**src/rtl/multi_trigger_edge_ctrl.sv**
```systemverilog
// Multi-channel trigger conditioner: synchroniser, glitch filter,
// edge qualification, holdoff, and toggle/pulse output per channel.
module multi_trigger_edge_ctrl #(
  parameter int CH_NUM      = 4,
  parameter int SYNC_STAGES = 2,
  parameter int FILT_W      = 8,
  parameter int HOLD_W      = 16
) (
  input  logic                  Clock,
  input  logic                  Reset,
  input  logic [CH_NUM-1:0]     Trig_Ain,
  input  logic [CH_NUM-1:0]     NTrig_EN,
  input  logic [2*CH_NUM-1:0]   Edge_Mode,
  input  logic [CH_NUM-1:0]     Out_Mode,
  input  logic [FILT_W-1:0]     Filt_Len,
  input  logic [HOLD_W-1:0]     Holdoff_Len,
  output logic [CH_NUM-1:0]     Trig_Dout,
  output logic [CH_NUM-1:0]     Trig_Evt,
  output logic [CH_NUM-1:0]     Busy
);

  typedef enum logic {
    ARMED = 1'b0,
    HOLD  = 1'b1
  } state_t;

  for (genvar g = 0; g < CH_NUM; g++) begin : g_ch
    logic [SYNC_STAGES-1:0] sync_q;
    logic                   s_out;
    logic                   filt_q;
    logic [FILT_W-1:0]      fcnt_q;
    logic [HOLD_W-1:0]      hcnt_q;
    state_t                 state_q;
    logic                   dout_q;
    logic                   evt_q;
    logic                   busy_q;
    logic                   commit;
    logic                   evt;
    logic                   accept;

    always_ff @(posedge Clock or posedge Reset) begin
      if (Reset) begin
        sync_q <= '0;
      end else begin
        sync_q <= {sync_q[SYNC_STAGES-2:0], Trig_Ain[g]};
      end
    end

    assign s_out = sync_q[SYNC_STAGES-1];

    // >= keeps the counter from running away if Filt_Len shrinks live
    assign commit = (s_out != filt_q) && (fcnt_q >= Filt_Len);
    assign evt    = commit &&
                    (s_out ? Edge_Mode[2*g] : Edge_Mode[2*g+1]);
    assign accept = evt && (state_q == ARMED);

    always_ff @(posedge Clock or posedge Reset) begin
      if (Reset) begin
        filt_q <= 1'b0;
        fcnt_q <= '0;
      end else if (!NTrig_EN[g]) begin
        filt_q <= 1'b0;
        fcnt_q <= '0;
      end else if (s_out == filt_q) begin
        fcnt_q <= '0;
      end else if (commit) begin
        filt_q <= s_out;
        fcnt_q <= '0;
      end else begin
        fcnt_q <= fcnt_q + FILT_W'(1);
      end
    end

    always_ff @(posedge Clock or posedge Reset) begin
      if (Reset) begin
        state_q <= ARMED;
        hcnt_q  <= '0;
        dout_q  <= 1'b0;
        evt_q   <= 1'b0;
        busy_q  <= 1'b0;
      end else if (!NTrig_EN[g]) begin
        state_q <= ARMED;
        hcnt_q  <= '0;
        dout_q  <= 1'b0;
        evt_q   <= 1'b0;
        busy_q  <= 1'b0;
      end else begin
        evt_q  <= accept;
        dout_q <= Out_Mode[g] ? accept : (dout_q ^ accept);
        unique case (state_q)
          ARMED: begin
            if (accept && (Holdoff_Len != '0)) begin
              hcnt_q  <= Holdoff_Len;
              state_q <= HOLD;
              busy_q  <= 1'b1;
            end
          end
          HOLD: begin
            if (hcnt_q <= HOLD_W'(1)) begin
              hcnt_q  <= '0;
              state_q <= ARMED;
              busy_q  <= 1'b0;
            end else begin
              hcnt_q <= hcnt_q - HOLD_W'(1);
            end
          end
        endcase
      end
    end

    assign Trig_Dout[g] = dout_q;
    assign Trig_Evt[g]  = evt_q;
    assign Busy[g]      = busy_q;
  end

endmodule

```
**config.mk**
```make
export PLATFORM = sky130hd
export DESIGN_NAME = multi_trigger_edge_ctrl
export DESIGN_NICKNAME = d
export VERILOG_FILES = /design/src/rtl/multi_trigger_edge_ctrl.sv
export SDC_FILE = /design/constraint.sdc
export NUM_CORES = 1
export LEC_CHECK = 0
export ABC_AREA = 1
export CELL_PAD_IN_SITES_DETAIL_PLACEMENT = 0
export CELL_PAD_IN_SITES_GLOBAL_PLACEMENT = 1
export CORE_ASPECT_RATIO = 1.5
export CORE_MARGIN = 1.5
export CORE_UTILIZATION = 44
export DETAILED_ROUTE_END_ITERATION = 7
export GPL_ROUTABILITY_DRIVEN = 0
export PLACE_DENSITY = 0.78
export SKIP_CTS_REPAIR_TIMING = 1
export SLEW_MARGIN = 20
export SYNTH_ARGS = -nofsm -noshare
export SYNTH_HDL_FRONTEND = slang
export SYNTH_SLANG_ARGS = --single-unit
```
**constraint.sdc**
```tcl
create_clock -name Clock -period 5.5 [get_ports Clock]
set_clock_uncertainty 0.2 [all_clocks]
set_input_delay 1.1 -clock Clock [delete_from_list [all_inputs] [get_ports Clock]]
set_output_delay 1.1 -clock Clock [all_outputs]
set_load 0.02 [all_outputs]
```
==> metrics.cfg, run 1 <==
[outcome]
status=complete, no violations

[logic_synthesis]
synth-edff-count=0
syn_nets=1179
synthMuxAreaShare=0
synth_top_area_share=0.387
synth_seq_area_share=0.387
synth_most_common_cell=nand2_1
syn_avg_cell_area_um2=7.36
synth_common_cells=nand2_1 (322), nor2_1 (151), dfrtp_1 (124)
ys_seq_elements=124
netlist_area_mm2=0.00802
yosysTopAreaCell=dfrtp_1
synth_top_family_by_area=simple AND/OR/NAND/NOR gates
yosys.area_share.xor_xnor=0.0557
synth_simple_gate_area_frac=0.310
yosys_warnings=0
synthArstFlopShare=1.00
synth_cell_types=38
synthAdderAreaFrac=0.0687
synth_compound_area_frac=0.0948
syn_inst=1089
yosys_most_used_dff=dfrtp_1
ys_top_cells_by_area=dfrtp_1 (39%), nand2_1 (15%), nor2_1 (7.1%)

[floorplan]
die_h_um=168
io-pin-count=58
coreArea_mm2=0.0179
fp.dieArea_mm2=0.0191
num_rows=60
die_w_um=113
start_util=0.449

[clocking]
numClockSinks=124
cts_buffers=17
clk_latency_ns=0.42
path_clk_slew_ns=0.06
cts_tree=done
clockBufferDepth=2
cts_max_level=4
root_buffer=clkbuf_16

[route]
wl_um=21300
antenna_left=0
dr.pass1.iters=5
wl_per_cell_um=15.5
via_per_inst=5.12
first_iter_violations=383
vias=7003
drcViolationCount=0

[worst_hold_path]
hp-class=reg2reg

[placed_design]
pre_cts_ws_ns=1.81
dp.final_hpwl_um=16100
dpl_cell_area_mm2=0.00866
dp_cells=1337
portBuffers=57

[timing]
layout_setup_ws_ns=2.23
period_share=0.594
maxSlewHeadroom=0.421
worst_slew_pin_slew_ns=0.865
setup_violations=0
max_freq_mhz=306
slew_violations=0
rsz0062_at_grt=no
finalHoldViolations=0
min_period_ns=3.27
tns_ns=0

[pwr]
leakage_nw=4.63
pwr-share-comb=0.326
total_power_w=0.00349
clkPwrFrac=0.326
pwr-share-seq=0.348
p_sw_w=0.00131
p_per_area_mw_per_mm2=377
vdd_drop_max_mv=0.304
netSwitchingFraction=0.374
p_int_w=0.00218

[grt]
grt-ovfl-total=0
track_usage=0.235
grt_max_degree=63
grt_pass1_wl_um=35100
antenna_found_initial=0
first_global_vias=6945

[final_layout]
layout-drive-gt1-share=0.0626
final_cell_area_mm2=0.00926
instances_no_fill=1368
diodes=0
finalNetCount=1229
syn2layout_area_growth_pct=15.5

[setup_path]
startpoint_type=input pin
critical_path_class=in2reg
cp_max_fo=26
end_kind=register
cp.required_ns=5.60
r2r_slack_ns=3.00
arrival_ns=3.37

[flow_run]
cap_violations=0

-- sequential cells by signal (all words and copies together), names as in the netlist --
name	count
g_ch.busy_q	4
g_ch.dout_q	4
g_ch.evt_q	4
g_ch.fcnt_q	32
g_ch.filt_q	4
g_ch.hcnt_q	64
g_ch.state_q	4
g_ch.sync_q	8
-- layout by cell type (no fill, tap or decap), drive strengths merged --
master / count
a211oi: 4
a21oi: 25
a22oi: 2
buf: 3
bufinv: 3
clkbuf: 19
clkdlybuf4s50: 57
clkinv: 7
clkinvlp: 2
dfrtp: 124
ha: 44
inv: 121
nand2: 332
nand3: 53
nand3b: 11
nand4: 13
nor2: 163
nor3: 10
nor3b: 5
o2111ai: 3
o21a: 4
o21ai: 61
o21bai: 1
o22ai: 31
or2: 2
xnor2: 9
xor2: 42
-- path summary, 6_finish.rpt --
kind,startpoint,end,cells after the start
worst max-delay path,Filt_Len[1],g_ch[0].hcnt_q[3],14
worst min-delay path,g_ch[3].sync_q[0],g_ch[3].sync_q[1],0
worst max register to register,g_ch[3].hcnt_q[0],g_ch[3].hcnt_q[9],11
worst min register to register,g_ch[3].sync_q[0],g_ch[3].sync_q[1],0
max in group asynchronous,Reset,g_ch[2].hcnt_q[2],3
min in group asynchronous,Reset,g_ch[3].fcnt_q[4],2
-- power by group through the flow --
stage | sequential (W) | combinational (W) | clock, W
3_3_place_gp | 0.00123 | 0.00114 | 0
6_report | 0.00121 | 0.00114 | 0.00114
3_5_place_dp | 0.00122 | 0.00114 | 0
2_1_floorplan | 0.00118 | 0.000906 | 0
4_1_cts | 0.00121 | 0.00114 | 0.00116
5_1_grt | 0.00123 | 0.00130 | 0.00120
-- per-layer routing --
layer	up-vias	track usage	routed length [um]
met3	35	0.0360	804
met4	0	0.0777	550
li1	3578	-	-
met2	140	0.436	11300
met1	3250	0.272	8630
met5	-	0	0
-- layout make-up --
cell class | count | area [um^2]
flip-flops and latches | 124 | 3100
repair buffers | 60 | 593
clock buffers | 19 | 443
inverters | 121 | 459
well taps | 217 | 272
multi-input cells | 815 | 4240
clock inverters | 12 | 148
fillers | 1778 | 8610
-- per-stage QoR --
step | util | hold WS [ns]
2_1_floorplan | - | 0.131
3_3_place_gp | 0.485 | 0.133
3_5_place_dp | 0.485 | 0.136
4_1_cts | 0.518 | 0.142
5_1_grt | 0.518 | 0.159
6_report | 0.518 | 0.143
-- critical path, cell delays in order --
cell and delay (ns):
clkdlybuf4s50_1 0.45, inv_1 0.09, ha_1 0.31, nand2_1 0.06, nand3_1 0.07, nand2_1 0.05, nand2_1 0.06, nand2_1 0.07
nand2_1 0.16, nand3_1 0.12, nand2_2 0.39, inv_1 0.25, nand2_1 0.12, nand2_1 0.05
-- cell families after synthesis --
logic type / after synthesis
flops: 124
xor+xnor: 51
simple gates: 589
fa+ha+maj: 44
buf+inv: 150
compound gates: 131
Power figures use the tool's default switching activity.
==> inputs of run 2 (changes only) <==
--- a/config.mk
+++ b/config.mk
@@ -10,10 +10,10 @@
 export CELL_PAD_IN_SITES_GLOBAL_PLACEMENT = 1
 export CORE_ASPECT_RATIO = 1.5
 export CORE_MARGIN = 1.5
-export CORE_UTILIZATION = 44
+export CORE_UTILIZATION = 40
 export DETAILED_ROUTE_END_ITERATION = 7
 export GPL_ROUTABILITY_DRIVEN = 0
-export PLACE_DENSITY = 0.78
+export PLACE_DENSITY = 0.75
 export SKIP_CTS_REPAIR_TIMING = 1
 export SLEW_MARGIN = 20
 export SYNTH_ARGS = -nofsm -noshare
==> constraint.sdc (replaced) <==
create_clock -name Clock -period 2.9 [get_ports Clock]
set_clock_uncertainty 0.2 [all_clocks]
set_input_delay 0.58 -clock Clock [delete_from_list [all_inputs] [get_ports Clock]]
set_output_delay 0.58 -clock Clock [all_outputs]
set_load 0.02 [all_outputs]
==> metrics.cfg, run 2 (same netlist as run 1, synthesis figures left out) <==
[outcome]
status=complete, no violations  ; unchanged

[route]
wl_um=21800  ; was 21,300 um
wl_per_cell_um=15.0  ; was 15.5 um
drcViolationCount=0  ; unchanged
dr.pass1.iters=4  ; was 5
vias=7089  ; was 7,003
first_iter_violations=378  ; was 383
antenna_left=0  ; unchanged
via_per_inst=4.87  ; was 5.12

[pwr]
pwr-share-seq=0.342  ; was 0.348
p_int_w=0.00415  ; was 0.00218 W
leakage_nw=4.85  ; was 4.63 nW
netSwitchingFraction=0.381  ; was 0.374
p_sw_w=0.00256  ; was 0.00131 W
clkPwrFrac=0.320  ; was 0.326
p_per_area_mw_per_mm2=692  ; was 377 mW/mm^2
pwr-share-comb=0.338  ; was 0.326
vdd_drop_max_mv=0.412  ; was 0.304 mV

[clocking]
clockBufferDepth=2  ; unchanged
numClockSinks=124  ; unchanged
clk_latency_ns=0.42  ; about the same
cts_max_level=4  ; unchanged
path_clk_slew_ns=0.06  ; about the same
root_buffer=clkbuf_16  ; unchanged
cts_tree=done  ; unchanged
cts_buffers=17  ; unchanged

[floorplan]
die_h_um=176  ; was 168 um
num_rows=63  ; was 60
fp.dieArea_mm2=0.0209  ; was 0.0191 mm^2
die_w_um=119  ; was 113 um
io-pin-count=58  ; unchanged
start_util=0.407  ; was 0.449
coreArea_mm2=0.0197  ; was 0.0179 mm^2

[timing]
period_share=0.850
finalHoldViolations=0  ; unchanged
slew_violations=0  ; unchanged
min_period_ns=2.47
fin_hold_ws_ns=0.160  ; was 0.143 ns
max_freq_mhz=406
maxSlewHeadroom=0.633  ; was 0.421
worst_slew_pin_slew_ns=0.551  ; was 0.865 ns
setup_violations=0  ; unchanged
rsz0062_at_grt=no  ; unchanged
tns_ns=0  ; unchanged

[setup_path]
end_kind=register  ; unchanged
cp.required_ns=3.02  ; was 5.60 ns
max_stage_delay_ns=0.45  ; about the same
crit_slowest_cell=clkdlybuf4s50_1  ; unchanged
cp_cell_sequence=clkdlybuf4s50_1, inv_1, ha_1, a21oi_1, o21a_1, nand3_2, buf_4, nand2_1, nand3_1, nor3b_1  ; was clkdlybuf4s50_1, inv_1, ha_1, nand2_1, nand3_1, nand2_1, nand2_1, nand2_1, nand2_1, nand3_1, nand2_2, inv_1, nand2_1, nand2_1
cp_max_fo=8  ; was 26
r2r_slack_ns=0.80  ; was 3.00 ns
arrival_ns=2.59  ; was 3.37 ns
worst-path-buf-inv=3  ; unchanged
startpoint_type=input pin  ; unchanged
cp_top_family=buffers and inverters  ; was simple AND/OR/NAND/NOR gates
critical_path_class=in2reg  ; unchanged

[worst_hold_path]
hp-class=reg2reg  ; unchanged

[final_layout]
finalNetCount=1272  ; was 1,229
syn2layout_area_growth_pct=21.0  ; was 15.5%
mostFrequentLayoutCell=nand2_1  ; unchanged
final_cell_mix=nand2_1 (322), nor2_1 (151), dfrtp_1 (124), inv_1 (116), clkdlybuf4s50_1 (57)  ; unchanged
largest_reg_flops=64  ; unchanged
regMostFlops=g_ch.hcnt_q  ; unchanged
layout-drive-gt1-share=0.0979  ; was 0.0626
top_regs=g_ch.hcnt_q (64), g_ch.fcnt_q (32), g_ch.sync_q (8)  ; unchanged
num-fill-cells=2002  ; was 1,778
diodes=0  ; unchanged

[grt]
top_usage_layer=met2  ; unchanged
grt-ovfl-total=0  ; unchanged
gr-usage-met2=0.401  ; was 0.436
track_usage=0.220  ; was 0.235
use_met1=0.249  ; was 0.272
gr-usage-met3=0.0397  ; was 0.0360
grt_pass1_wl_um=35900  ; was 35,100 um
first_global_vias=7150  ; was 6,945
grt_max_degree=85  ; was 63
antenna_found_initial=0  ; unchanged

[placed_design]
portBuffers=57  ; unchanged
dp.final_hpwl_um=16700  ; was 16,100 um

[flow_run]
cap_violations=0  ; unchanged

## run 2: changes by cell type in the layout (fill, tap and decap cells not counted), moves of 2 or more
cell	change
buf_4	+38
buf_12	+5
clkinv_2	-4
inv_6	+4
clkinv_4	+3
clkinvlp_4	+2
## run 2: through the flow
stage                     std cells  setup slack [ns]   util  cell area (um^2)  power, W
after floorplan                1089             0.595      -              8020   0.00396
after CTS                      1455             0.430  0.492              9700   0.00679
after global routing           1455             0.284  0.492              9700   0.00719
after global placement         1423            0.0101  0.462              9100   0.00458
after detailed placement       1423            0.0228  0.462              9100   0.00460
final                          1455             0.435  0.492              9700   0.00671
## run 2: area by class of cell
type | count | area (um^2) | area share
tap | 260 | 325 | 0.0335
timing repair buffer | 103 | 978 | 0.101
clock inverter | 15 | 166 | 0.0172
multi-input combinational | 815 | 4240 | 0.437
inverter | 121 | 460 | 0.0475
sequential | 124 | 3100 | 0.320
clock buffer | 17 | 425 | 0.0439
## run 2: final timing paths
kind | startpoint | endpoint | cells after the start
min | g_ch[2].sync_q[0] | g_ch[2].sync_q[1] | 0
max in group asynchronous | Reset | g_ch[1].hcnt_q[5] | 3
min reg2reg | g_ch[2].sync_q[0] | g_ch[2].sync_q[1] | 0
max | Filt_Len[5] | g_ch[2].fcnt_q[5] | 10
min in group asynchronous | Reset | g_ch[0].state_q | 3
max reg2reg | g_ch[3].hcnt_q[0] | g_ch[3].hcnt_q[7] | 9
## run 2: layer usage
layer  vias to the layer above  wire length, um  share of wire
met5                         -                0              0
met4                         0              719          0.033
met3                        35              548          0.025
met2                       106            11400           0.52
met1                      3287             9160           0.42
li1                       3661                -              -
## run 2: power by group through the flow
stage	sequential (W)	combinational, W	clock [W]
2_1_floorplan	0.00224	0.00172	0
3_3_place_gp	0.00232	0.00226	0
3_5_place_dp	0.00231	0.00228	0
4_1_cts	0.00229	0.00229	0.00221
5_1_grt	0.00234	0.00257	0.00227
6_report	0.00230	0.00226	0.00215
==> inputs of run 3 (changes only) <==
--- a/config.mk
+++ b/config.mk
@@ -14,6 +14,7 @@
 export DETAILED_ROUTE_END_ITERATION = 7
 export GPL_ROUTABILITY_DRIVEN = 0
 export PLACE_DENSITY = 0.75
+export REMOVE_ABC_BUFFERS = 1
 export SKIP_CTS_REPAIR_TIMING = 1
 export SLEW_MARGIN = 20
 export SYNTH_ARGS = -nofsm -noshare
==> metrics.cfg, run 3 (same netlist as run 1, synthesis figures left out) <==
[clocking]
clockBufferDepth=2  ; unchanged
root_buffer=clkbuf_16  ; unchanged
cts_buffers=17  ; unchanged
cts_tree=done  ; unchanged
clk_latency_ns=0.43  ; was 0.42 ns
numClockSinks=124  ; unchanged
path_clk_slew_ns=0.06  ; about the same
cts_max_level=4  ; unchanged

[outcome]
status=complete, no violations  ; unchanged

[placed_design]
pre_cts_ws_ns=-0.0116  ; was 0.0228 ns
dpl_cell_area_mm2=0.00909  ; was 0.00910 mm^2
portBuffers=57  ; unchanged
dp.final_hpwl_um=17000  ; was 16,700 um

[final_layout]
num-fill-cells=1998  ; was 2,002
finalNetCount=1275  ; was 1,272
final_cell_area_mm2=0.00969  ; was 0.00970 mm^2
syn2layout_area_growth_pct=20.9  ; was 21.0%
final_cell_mix=nand2_1 (322), nor2_1 (151), dfrtp_1 (124), inv_1 (116), clkdlybuf4s50_1 (57)  ; unchanged
top_regs=g_ch.hcnt_q (64), g_ch.fcnt_q (32), g_ch.sync_q (8)  ; unchanged
largest_reg_flops=64  ; unchanged
regMostFlops=g_ch.hcnt_q  ; unchanged
layout-drive-gt1-share=0.0977  ; was 0.0979
diodes=0  ; unchanged
mostFrequentLayoutCell=nand2_1  ; unchanged

[timing]
min_period_ns=2.48  ; was 2.47 ns
slew_violations=0  ; unchanged
worst_slew_pin_slew_ns=0.528  ; was 0.551 ns
period_share=0.856  ; was 0.850
finalHoldViolations=0  ; unchanged
setup_violations=0  ; unchanged
layout_setup_ws_ns=0.419  ; was 0.435 ns
rsz0062_at_grt=no  ; unchanged
max_freq_mhz=403  ; was 406 MHz
maxSlewHeadroom=0.645  ; was 0.633

[floorplan]
start_util=0.407  ; unchanged
coreArea_mm2=0.0197  ; unchanged
fp.dieArea_mm2=0.0209  ; unchanged
num_rows=63  ; unchanged
die_w_um=119  ; unchanged
io-pin-count=58  ; unchanged
die_h_um=176  ; unchanged

[pwr]
vdd_drop_max_mv=0.360  ; was 0.412 mV
p_sw_w=0.00252  ; was 0.00256 W
clkPwrFrac=0.325  ; was 0.320
netSwitchingFraction=0.373  ; was 0.381
leakage_nw=4.85  ; about the same
p_int_w=0.00424  ; was 0.00415 W
pwr-share-comb=0.335  ; was 0.338
pwr-share-seq=0.340  ; was 0.342
p_per_area_mw_per_mm2=698  ; was 692 mW/mm^2

[grt]
grt-ovfl-total=0  ; unchanged
antenna_found_initial=0  ; unchanged
track_usage=0.226  ; was 0.220
first_global_vias=7138  ; was 7,150
grt_pass1_wl_um=36800  ; was 35,900 um
grt_max_degree=55  ; was 85

[setup_path]
cp_max_fo=13  ; was 8
cpMostUsedCell=nand2_1
critical_path_class=in2reg  ; unchanged
worst-path-buf-inv=3  ; unchanged
end_kind=register  ; unchanged
critPathLaunch=Filt_Len[7]  ; was Filt_Len[5]
cp_top_family=simple AND/OR/NAND/NOR gates  ; was buffers and inverters
arrival_ns=2.62  ; was 2.59 ns
crit_slowest_cell=clkdlybuf4s50_1  ; unchanged
startpoint_type=input pin  ; unchanged
r2r_start=g_ch[3].hcnt_q[0]  ; unchanged
cp.required_ns=3.04  ; was 3.02 ns
max_stage_delay_ns=0.45  ; about the same
cp_cell_sequence=clkdlybuf4s50_1, inv_1, ha_1, nand2_1, nor2_1, nand4_1, nand3_2, nand3_1, nand2_2, buf_12, nand2_1, o21ai_0  ; was clkdlybuf4s50_1, inv_1, ha_1, a21oi_1, o21a_1, nand3_2, buf_4, nand2_1, nand3_1, nor3b_1

[worst_hold_path]
hold_start=g_ch[0].sync_q[0]  ; was g_ch[2].sync_q[0]
hp-class=reg2reg  ; unchanged

[route]
antenna_left=0  ; unchanged
drcViolationCount=0  ; unchanged
vias=7134  ; was 7,089
wl_um=22200  ; was 21,800 um
wl_per_cell_um=15.2  ; was 15.0 um
via_per_inst=4.90  ; was 4.87
first_iter_violations=364  ; was 378
dr.pass1.iters=5  ; was 4

[flow_run]
cap_violations=0  ; unchanged

[run 3: layer usage]
layer | part of all wire | GRT usage | vias up
met1 | 0.42 | 0.264 | 3309
met3 | 0.031 | 0.0397 | 29
met4 | 0.027 | 0.0868 | 0
li1 | - | - | 3671
met2 | 0.52 | 0.409 | 125
met5 | 0 | 0 | -
[run 3: final cells by class]
type / instances / area, um^2 / area share
clock buffer: 21 / 460 / 0.0475
clock inverter: 10 / 141 / 0.0146
inverter: 121 / 462 / 0.0476
multi-input combinational: 815 / 4240 / 0.437
sequential: 124 / 3100 / 0.320
tap: 260 / 325 / 0.0336
timing repair buffer: 106 / 963 / 0.0994
[run 3: path summary, 6_finish.rpt]
| kind | to | slack, ns | cells after the start |
|---|---|---|---|
| worst max-delay path | g_ch[2].hcnt_q[5] | 0.42 | 12 |
| worst min-delay path | g_ch[0].sync_q[1] | 0.15 | 0 |
| worst max register to register | g_ch[3].hcnt_q[7] | 0.71 | 9 |
| worst min register to register | g_ch[0].sync_q[1] | 0.15 | 0 |
| max in group asynchronous | g_ch[3].hcnt_q[12] | 1.49 | 3 |
| min in group asynchronous | g_ch[2].sync_q[0] | 0.39 | 2 |
[run 3: worst register-to-register path, delay by kind of cell (launching register included)]
family	cells	cell delay, ns
buf+inv	1	0.11
simple gates	5	0.89
compound gates	2	0.23
flops	1	0.42
fa+ha+maj	1	0.23
[run 3: power by group through the flow]
stage	registers (W)	logic, W	clock network (W)
after global routing	0.00234	0.00258	0.00233
after detailed placement	0.00232	0.00227	0
final	0.00230	0.00227	0.00220
after global placement	0.00232	0.00226	0
after CTS	0.00230	0.00228	0.00225
after floorplan	0.00226	0.00163	0
[run 3: through the flow]
step,std cells,power [W],hold slack [ns],util,setup TNS (ns)
after floorplan,1060,0.00388,0.131,-,-146.23
after global placement,1426,0.00459,0.133,0.461,0
after detailed placement,1426,0.00459,0.137,0.461,-0.0228
after CTS,1457,0.00683,0.150,0.492,0
after global routing,1457,0.00725,0.160,0.492,0
final,1457,0.00676,0.148,0.492,0
